==> config.mk <==
export PLATFORM = sky130hd
export DESIGN_NAME = out_packet_arbiter
export DESIGN_NICKNAME = d
export VERILOG_FILES = /design/src/rtl/out_packet_arbiter.sv
export SDC_FILE = /design/constraint.sdc
export NUM_CORES = 1
export LEC_CHECK = 0
export ABC_CLOCK_PERIOD_IN_PS = 2700
export BUFFER_PORTS_ARGS = -buffer_cell sky130_fd_sc_hd__buf_2
export CORE_ASPECT_RATIO = 0.9
export CORE_MARGIN = 10
export CORE_UTILIZATION = 51
export CTS_BUF_LIST = sky130_fd_sc_hd__clkbuf_4 sky130_fd_sc_hd__clkbuf_8
export CTS_CLUSTER_SIZE = 12
export DETAILED_ROUTE_END_ITERATION = 7
export PLACE_DENSITY = 0.8
export SETUP_SLACK_MARGIN = 0.05
export SYNTH_ARGS = -nofsm -noshare
export SYNTH_HDL_FRONTEND = slang
export SYNTH_SLANG_ARGS = --single-unit
==> constraint.sdc <==
create_clock -name mon_clk -period 2.7 [get_ports mon_clk]
set_clock_uncertainty 0.2 [all_clocks]
set_input_delay 0.135 -clock mon_clk [delete_from_list [all_inputs] [get_ports mon_clk]]
set_output_delay 0.135 -clock mon_clk [all_outputs]
set_load 0.03 [all_outputs]
==> src/rtl/out_packet_arbiter.sv <==
// Outbound packet scheduler for the from_mon path: queues power, audio and
// keyboard/mouse requests and issues one 40-bit packet at a time to the sender.
module out_packet_arbiter #(
    parameter logic [7:0] OP_POWER    = 8'hC0,
    parameter logic [7:0] OP_AUDIO    = 8'h07,
    parameter logic [7:0] OP_KBD      = 8'hC5,
    parameter logic [7:0] OP_MOUSE    = 8'hC6,
    parameter int         GAP_CYCLES  = 4,
    parameter int         AUDIO_BURST = 4
) (
    input  logic        mon_clk,
    input  logic        reset,
    input  logic        power_on_req,
    input  logic        audio_req,
    input  logic        kbd_valid,
    input  logic        kbd_is_mouse,
    input  logic [15:0] kbd_data,
    input  logic        sender_busy,
    output logic [39:0] out_data,
    output logic        out_valid,
    output logic        audio_drop,
    output logic        kbd_drop,
    output logic [1:0]  kbd_level
);

    localparam int GW = (GAP_CYCLES > 1) ? $clog2(GAP_CYCLES) : 1;

    typedef enum logic [1:0] {
        S_IDLE,
        S_ISSUE,
        S_WAIT,
        S_GAP
    } state_t;

    state_t        state_q;
    logic [GW-1:0] gap_q;
    logic          pwr_q, pwr_d;
    logic          aud_q, aud_d;
    logic [16:0]   e0_q, e0_d;
    logic [16:0]   e1_q, e1_d;
    logic [1:0]    level_q, level_d;
    logic [2:0]    burst_q, burst_d;
    logic [39:0]   out_data_q;
    logic          out_valid_q;
    logic          aud_drop_q, aud_drop_d;
    logic          kbd_drop_q, kbd_drop_d;

    logic        idle;
    logic        kbd_nonempty;
    logic        audio_blocked;
    logic        gnt_pwr, gnt_aud, gnt_kbd;
    logic        push_ok;
    logic [7:0]  kbd_op;
    logic [39:0] pkt;

    assign idle          = (state_q == S_IDLE);
    assign kbd_nonempty  = (level_q != 2'd0);
    assign audio_blocked = (burst_q == 3'(AUDIO_BURST)) && kbd_nonempty;

    assign gnt_pwr = idle && pwr_q;
    assign gnt_aud = idle && !pwr_q && aud_q && !audio_blocked;
    assign gnt_kbd = idle && !pwr_q && !gnt_aud && kbd_nonempty;

    // A request arriving on its own grant cycle re-arms the flag.
    assign pwr_d      = (pwr_q && !gnt_pwr) || power_on_req;
    assign aud_d      = (aud_q && !gnt_aud) || audio_req;
    assign aud_drop_d = audio_req && aud_q && !gnt_aud;

    assign push_ok    = kbd_valid && ((level_q != 2'd2) || gnt_kbd);
    assign kbd_drop_d = kbd_valid && !push_ok;

    always_comb begin
        e0_d    = e0_q;
        e1_d    = e1_q;
        level_d = level_q;
        if (gnt_kbd) begin
            e0_d    = e1_q;
            level_d = level_q - 2'd1;
        end
        if (push_ok) begin
            if (level_d == 2'd0) e0_d = {kbd_is_mouse, kbd_data};
            else                 e1_d = {kbd_is_mouse, kbd_data};
            level_d = level_d + 2'd1;
        end
    end

    always_comb begin
        burst_d = burst_q;
        if (gnt_kbd || !kbd_nonempty) burst_d = 3'd0;
        else if (gnt_aud && burst_q != 3'd7) burst_d = burst_q + 3'd1;
    end

    assign kbd_op = e0_q[16] ? OP_MOUSE : OP_KBD;

    always_comb begin
        pkt = '0;
        unique case (1'b1)
            gnt_pwr: pkt = {OP_POWER, 32'h0};
            gnt_aud: pkt = {OP_AUDIO, 32'h0};
            gnt_kbd: pkt = {kbd_op, 16'h0, e0_q[15:0]};
            default: pkt = '0;
        endcase
    end

    always_ff @(posedge mon_clk) begin
        if (reset) begin
            state_q     <= S_IDLE;
            gap_q       <= '0;
            pwr_q       <= 1'b0;
            aud_q       <= 1'b0;
            e0_q        <= '0;
            e1_q        <= '0;
            level_q     <= 2'd0;
            burst_q     <= 3'd0;
            out_data_q  <= '0;
            out_valid_q <= 1'b0;
            aud_drop_q  <= 1'b0;
            kbd_drop_q  <= 1'b0;
        end else begin
            pwr_q       <= pwr_d;
            aud_q       <= aud_d;
            e0_q        <= e0_d;
            e1_q        <= e1_d;
            level_q     <= level_d;
            burst_q     <= burst_d;
            aud_drop_q  <= aud_drop_d;
            kbd_drop_q  <= kbd_drop_d;
            out_valid_q <= 1'b0;
            case (state_q)
                S_IDLE: begin
                    if (gnt_pwr || gnt_aud || gnt_kbd) begin
                        out_data_q  <= pkt;
                        out_valid_q <= 1'b1;
                        state_q     <= S_ISSUE;
                    end
                end
                S_ISSUE: state_q <= S_WAIT;
                S_WAIT: begin
                    if (!sender_busy) begin
                        if (GAP_CYCLES == 0) begin
                            state_q <= S_IDLE;
                        end else begin
                            gap_q   <= '0;
                            state_q <= S_GAP;
                        end
                    end
                end
                S_GAP: begin
                    if (gap_q == GW'(GAP_CYCLES - 1)) state_q <= S_IDLE;
                    else gap_q <= gap_q + 1'b1;
                end
                default: state_q <= S_IDLE;
            endcase
        end
    end

    assign out_data   = out_data_q;
    assign out_valid  = out_valid_q;
    assign audio_drop = aud_drop_q;
    assign kbd_drop   = kbd_drop_q;
    assign kbd_level  = level_q;

endmodule

# Yosys cells after proc, flatten, opt, wreduce, memory -nomap -nowiden

Index checks and enable logic that the tools add are counted.
Widths: inputs -> output; s select.

Register bits: 88
Input bits: 23
Output and inout port bits: 45
Logic and storage cells: 80

Add/subtract/negate cells: 4
Eq/ne operators: 11
Multiplexer cells: 15
Bitwise operators: 2
Reductions and logical operators: 36

Operators by type and width:

| kind                | count |
|---|---|
| $pmux 40 s3         | 1 |
| $mux 17             | 3 |
| $mux 2              | 8 |
| $logic_and 1x1->1   | 14 |
| $ne 2x2->1 const B  | 4 |
| $pmux 2 s4          | 1 |
| $eq 2x2->1 const B  | 3 |
| $logic_not 1->1     | 6 |
| $logic_or 1x1->1    | 6 |
| $reduce_and 3->1    | 2 |
| $add 2x1->2 const B | 2 |
| $logic_not 2->1     | 2 |
| $pmux 2 s2          | 1 |
| $reduce_and 2->1    | 2 |
| $reduce_bool 2->1   | 2 |
| $reduce_or 2->1     | 2 |
| $add 3x1->3 const B | 1 |
| $eq 3x3->1 const B  | 1 |
| $ne 3x3->1 const B  | 1 |
| $eq 2x1->1 const B  | 1 |
| $ne 2x1->1 const B  | 1 |
| $not 1->1           | 2 |
| $sub 2x1->2 const B | 1 |
| $mux 1              | 1 |

# Logic depth before layout (Yosys ltp)

Depth in word-level cells: 11
Depth in mapped cells: 13
Mapped depth without buffers: 9

# Worst setup path before layout

No wires, ideal clock.

Kind: reg2reg
Start point: register level_q[0], in the netlist kbd_level[0]
End point: register e0_q[10]
Library setup time: 0.091 ns
Arrival: 2.941 ns
Data required time: 2.409 ns
Path slack: -0.532 ns
Cell stages (with the launch flop): 13
Buffers on the path: 4
Clock period less this slack: 3.232 ns
Path through: dfxtp_1 inv_1 ha_1 nor3_1 buf_2 buf_1 xnor2_1 ha_1 clkinv_1 or2_1 buf_6 buf_6 a311oi_1

Word-level cells in the longest chain between the ends: 11
Elaborated cells on any way between the ends: 16
Those cells by class: 1 x add/sub; 1 x eq/ne; 4 x mux; 10 x reduce/logical

Ends and longest elaborated chain:

| item                           | line | source |
|---|---|---|
| start, declared                | 41   | `logic [1:0] level_q, level_d;` |
| start signal, assigned         | 124  | `level_q <= level_d;` |
| $reduce_bool 2->1              | 57   | `assign kbd_nonempty = (level_q != 2'd0);` |
| $logic_and 1x1->1              | 58   | `assign audio_blocked = (burst_q == 3'(AUDIO_BURST)) && kbd_nonempty;` |
| $logic_not 1->1                | 61   | `assign gnt_aud = idle && !pwr_q && aud_q && !audio_blocked;` |
| $logic_and 1x1->1              | 61   |  |
| $logic_not 1->1                | 62   | `assign gnt_kbd = idle && !pwr_q && !gnt_aud && kbd_nonempty;` |
| $logic_and 1x1->1 (2 in a row) | 62   |  |
| $mux 2                         | 76   | `if (gnt_kbd) begin` |
| $logic_not 2->1                | 81   | `if (level_d == 2'd0) e0_d = {kbd_is_mouse, kbd_data};` |
| $mux 17                        | 81   |  |
| $mux 17 *                      | 80   | `if (push_ok) begin` |
| end signal, assigned           | 111  | `e0_q <= '0;` |
| end signal, assigned           | 122  | `e0_q <= e0_d;` |
| end, declared                  | 39   | `logic [16:0] e0_q, e0_d;` |

Mark *: on every way between the ends. The rest lies on a longest branch, timed or not.
A chain may end at the register's enable or synchronous reset.

# Worst setup path in the final report

Start point: register state_q[0]
End point: register e0_q[9]

Word-level cells in the longest chain between the ends: 11
Elaborated cells on any way between the ends: 14
Those cells by class: 4 x mux; 10 x reduce/logical

Ends and longest elaborated chain:

| item                             | line   | source |
|---|---|---|
| start, declared                  | 35     | `state_t state_q;` |
| start signal, assigned           | 107    | `state_q <= S_IDLE;` |
| start signal, assigned           | 134    | `state_q <= S_ISSUE;` |
| start signal, assigned           | 137    | `S_ISSUE: state_q <= S_WAIT;` |
| $logic_not 2->1 *                | 56     | `assign idle = (state_q == S_IDLE);` |
| $logic_and 1x1->1 *              | 61, 62 |  |
| $logic_and 1x1->1 (2 in a row)   | 61     |  |
| $logic_not 1->1                  | 62     |  |
| $logic_and 1x1->1 * (2 in a row) | 62     |  |
| $mux 2                           | 76     |  |
| $logic_not 2->1                  | 81     |  |
| $mux 17                          | 81     |  |
| $mux 17 *                        | 80     |  |

Marked as above.

==> impl_metrics.py <==
metrics = {
    "run_status": {
        "status": "completed",
    },
    "route": {
        "viasPerCell": 5.30,
        "drt_wl_total_um": 7300,
        "dr.pass1.iters": 4,
        "drtIter0Drc": 141,
        "vias": 2591,
        "drc": 0,
        "avgRoutedWirePerCell_um": 14.9,
        "ant_nets": 0,
    },
    "finish": {
        "multi_input_area_um2": 1570,
        "fin_nets": 447,
        "n_antenna_cell": 0,
        "layoutNonFillerInstCount": 489,
        "layout-drive-gt1-share_pct": 21.1,
        "regArea_um2": 1370,
        "syn_to_final_growth_pct": 20.8,
        "num-fill-cells": 496,
    },
    "sta": {
        "finalCritPeriodShare_pct": 92.8,
        "worst_pin_slew_ns": 0.532,
        "hold_viol_final": 0,
        "slew_headroom_pct": 64.5,
        "period_needed_ns": 2.50,
        "tns_ns": 0,
        "setup_viol": 0,
        "drv_slew": 0,
        "rsz0062_at_grt": "true",
        "max_freq_ghz": 0.399,
    },
    "yosys": {
        "synth.avg_cell_area_um2": 9.07,
        "synthTopCellsByCount": "dfxtp_1, nand2b_1, nand2_1",
        "yosys.area_share.simple_pct": 20.2,
        "syn_area_um2": 3140,
        "yosysWarningCount": 0,
        "synth_adder_area_share_pct": 4.38,
        "netlist.area_leader.share_pct": 43.4,
        "ys_types": 39,
        "synth_edf_count": 0,
        "synth_compound_area_share_pct": 14.1,
        "yosysSeqAreaShare_pct": 43.4,
        "synth_top_family_by_area": "simple AND/OR/NAND/NOR gates",
        "synth_seq_cells": 68,
        "synthMuxAreaShare_pct": 7.73,
        "synthTopCellsByArea": "dfxtp_1, nand2b_1, mux2i_1, buf_4, a311oi_1",
        "synth_async_sr_flop_share_pct": 0,
        "synth-xor-area-share_pct": 0.558,
        "synth_area_leader_cell": "dfxtp_1",
        "yosysMostFrequentCell": "dfxtp_1",
        "ys.flop_type": "dfxtp_1",
        "synthesis.instances": 346,
    },
    "pwr": {
        "vdd_ir_drop_max_mv": 0.356,
        "power_density_nw_per_um2": 967,
        "p_leak_uw": 0.00158,
    },
    "placement": {
        "dp.cells": 451,
        "hpwl_um": 5030,
        "gp_congestion": 0.763,
        "portBuffers": 48,
    },
    "setup_path": {
        "critPathArrivalTime_ns": 2.55,
        "critPathRequiredTime_ns": 2.74,
        "critPathLaunchType": "flop",
        "crit_type": "flop to flop",
        "slowest_delay_ns": 0.34,
        "crit_chain": "inv_1, ha_1, nand2b_1, nor3_4, buf_4, xnor2_1, ha_2, clkinv_2, or2_4, a311oi_1",
        "crit_path_top_delay_cell": "or2_4",
        "cp-end-kind": "flop",
        "worstPathMaxFanout": 17,
    },
    "grt": {
        "grt_max_degree": 37,
        "grt_pass1_vias": 2521,
        "antenna_found_initial": 0,
        "overflow": 0,
        "grt_pass1_wl_um": 12000,
        "grt.total_usage_pct": 15.1,
    },
    "worst_hold_path": {
        "hold_class": "input pin to flop",
    },
    "clock_tree": {
        "cts.htree.levels": 3,
        "clockBufferDepth": 2,
        "cts_made_buffers": 9,
        "cts_root_buffer": "clkbuf_8",
        "cts_tree": "done",
        "clkLatencyLatePin_ns": 0.34,
        "cts_sinks": 68,
        "clk_pin_slew_ns": 0.07,
    },
    "floorplan": {
        "die_height_um": 94.4,
        "dieWidth_um": 103,
        "ioPinCount": 68,
        "dieArea_um2": 9700,
        "start_util_pct": 51.9,
        "core-area_um2": 6050,
        "rows": 27,
    },
    "run": {
        "cap_violations": 0,
    },
}
-- stage by stage --
stage / total power (uW) / hold WS [ns] / util, % / instance area [um2] / setup slack (ns)
6_report: 3670 / 0.0390 / 62.7 / 3790 / 0.195
5_1_grt: 3880 / 0.0805 / 62.7 / 3790 / 0.0390
4_1_cts: 3630 / 0.0345 / 62.2 / 3760 / 0.156
3_5_place_dp: 2850 / 0.156 / 55.9 / 3380 / 0.0253
3_3_place_gp: 2790 / 0.143 / 55.9 / 3380 / 0.108
2_1_floorplan: 2510 / 0.0524 / - / 3230 / 0.0580
-- worst paths after layout --
check / endpoint / cells after the start / from / slack, ns
setup / recovery: e0_q[9] / 10 / state_q[0] / 0.20
hold / removal: gap_q[0] / 5 / sender_busy / 0.04
setup reg to reg: e0_q[9] / 10 / state_q[0] / 0.20
hold reg to reg: e1_q[1] / 2 / e1_q[1] / 0.28
-- logic make-up (layout without fill, tap and decap cells) --
logic type / after synthesis / count (layout)
buffers and inverters: 53 / 106
AO/OA/AOI/OAI: 56 / 56
AND/OR/NAND/NOR: 131 / 131
adder cells (fa/ha/maj): 11 / 11
multiplexers: 24 / 24
other: 1 / 19
XOR/XNOR: 2 / 2
flip-flops: 68 / 68
-- layer usage --
layer	up-vias	share of wire, %	track usage [%]
met1	1208	44	18.7
li1	1286	-	-
met3	13	7.2	3.65
met4	0	1.8	5.52
met5	-	0	0
met2	84	47	24.9
-- cells in the final DEF, fill, tap and decap left out, types with 2 or more instances in the layout --
master	n
conb_1	19
clkinv_2	3
a311oi_1	16
ha_2	2
nor2_1	31
mux2_2	2
ha_1	9
dlygate4sd3_1	20
clkbuf_8	11
nand2_1	37
clkbuf_4	2
buf_2	48
buf_4	10
dfxtp_1	66
a21oi_1	6
a211oi_1	2
inv_1	10
a2bb2oi_1	2
mux2i_1	22
xnor2_1	2
nand2b_1	39
nor3_1	18
a22oi_1	18
-- flip-flops by register name, indices dropped and copies added, names as in the netlist --
| signal | flops |
|---|---|
| aud_q | 1 |
| audio_drop | 1 |
| burst_q | 3 |
| e0_q | 17 |
| e1_q | 17 |
| gap_q | 2 |
| kbd_drop | 1 |
| kbd_level | 2 |
| out_data | 20 |
| out_valid | 1 |
| pwr_q | 1 |
| state_q | 2 |
-- worst max-delay path, delay by kind of cell (launching register included) --
kind	cells	cell delay, ns
adder cells (fa/ha/maj)	2	0.43
AND/OR/NAND/NOR	3	0.74
AO/OA/AOI/OAI	1	0.26
buffers and inverters	3	0.32
XOR/XNOR	1	0.12
flip-flops	1	0.33
-- layout make-up --
type / instances / area share (%)
flip-flops and latches: 68 / 36.0
clock buffers: 13 / 4.39
clock inverters: 2 / 0.264
repair buffers: 80 / 14.4
well taps: 72 / 2.38
inverters: 11 / 1.12
multi-input cells: 243 / 41.4
-- where the power goes --
group          switching, uW  total (uW)  internal [uW]
Clock                    368         764            397
Sequential               161        1430           1270
Combinational            888        1470            581
Total                   1420        3670           2250
-- repair_timing --
action	in CTS	in global routing
hold buffers	20	0
setup endpoints to repair	17	14
gates cloned	0	0
endpoints found under the hold margin	25	0
setup buffers	0	3
resized for setup	2	2
pin swaps	0	1
(Power assumes the default switching activity.)
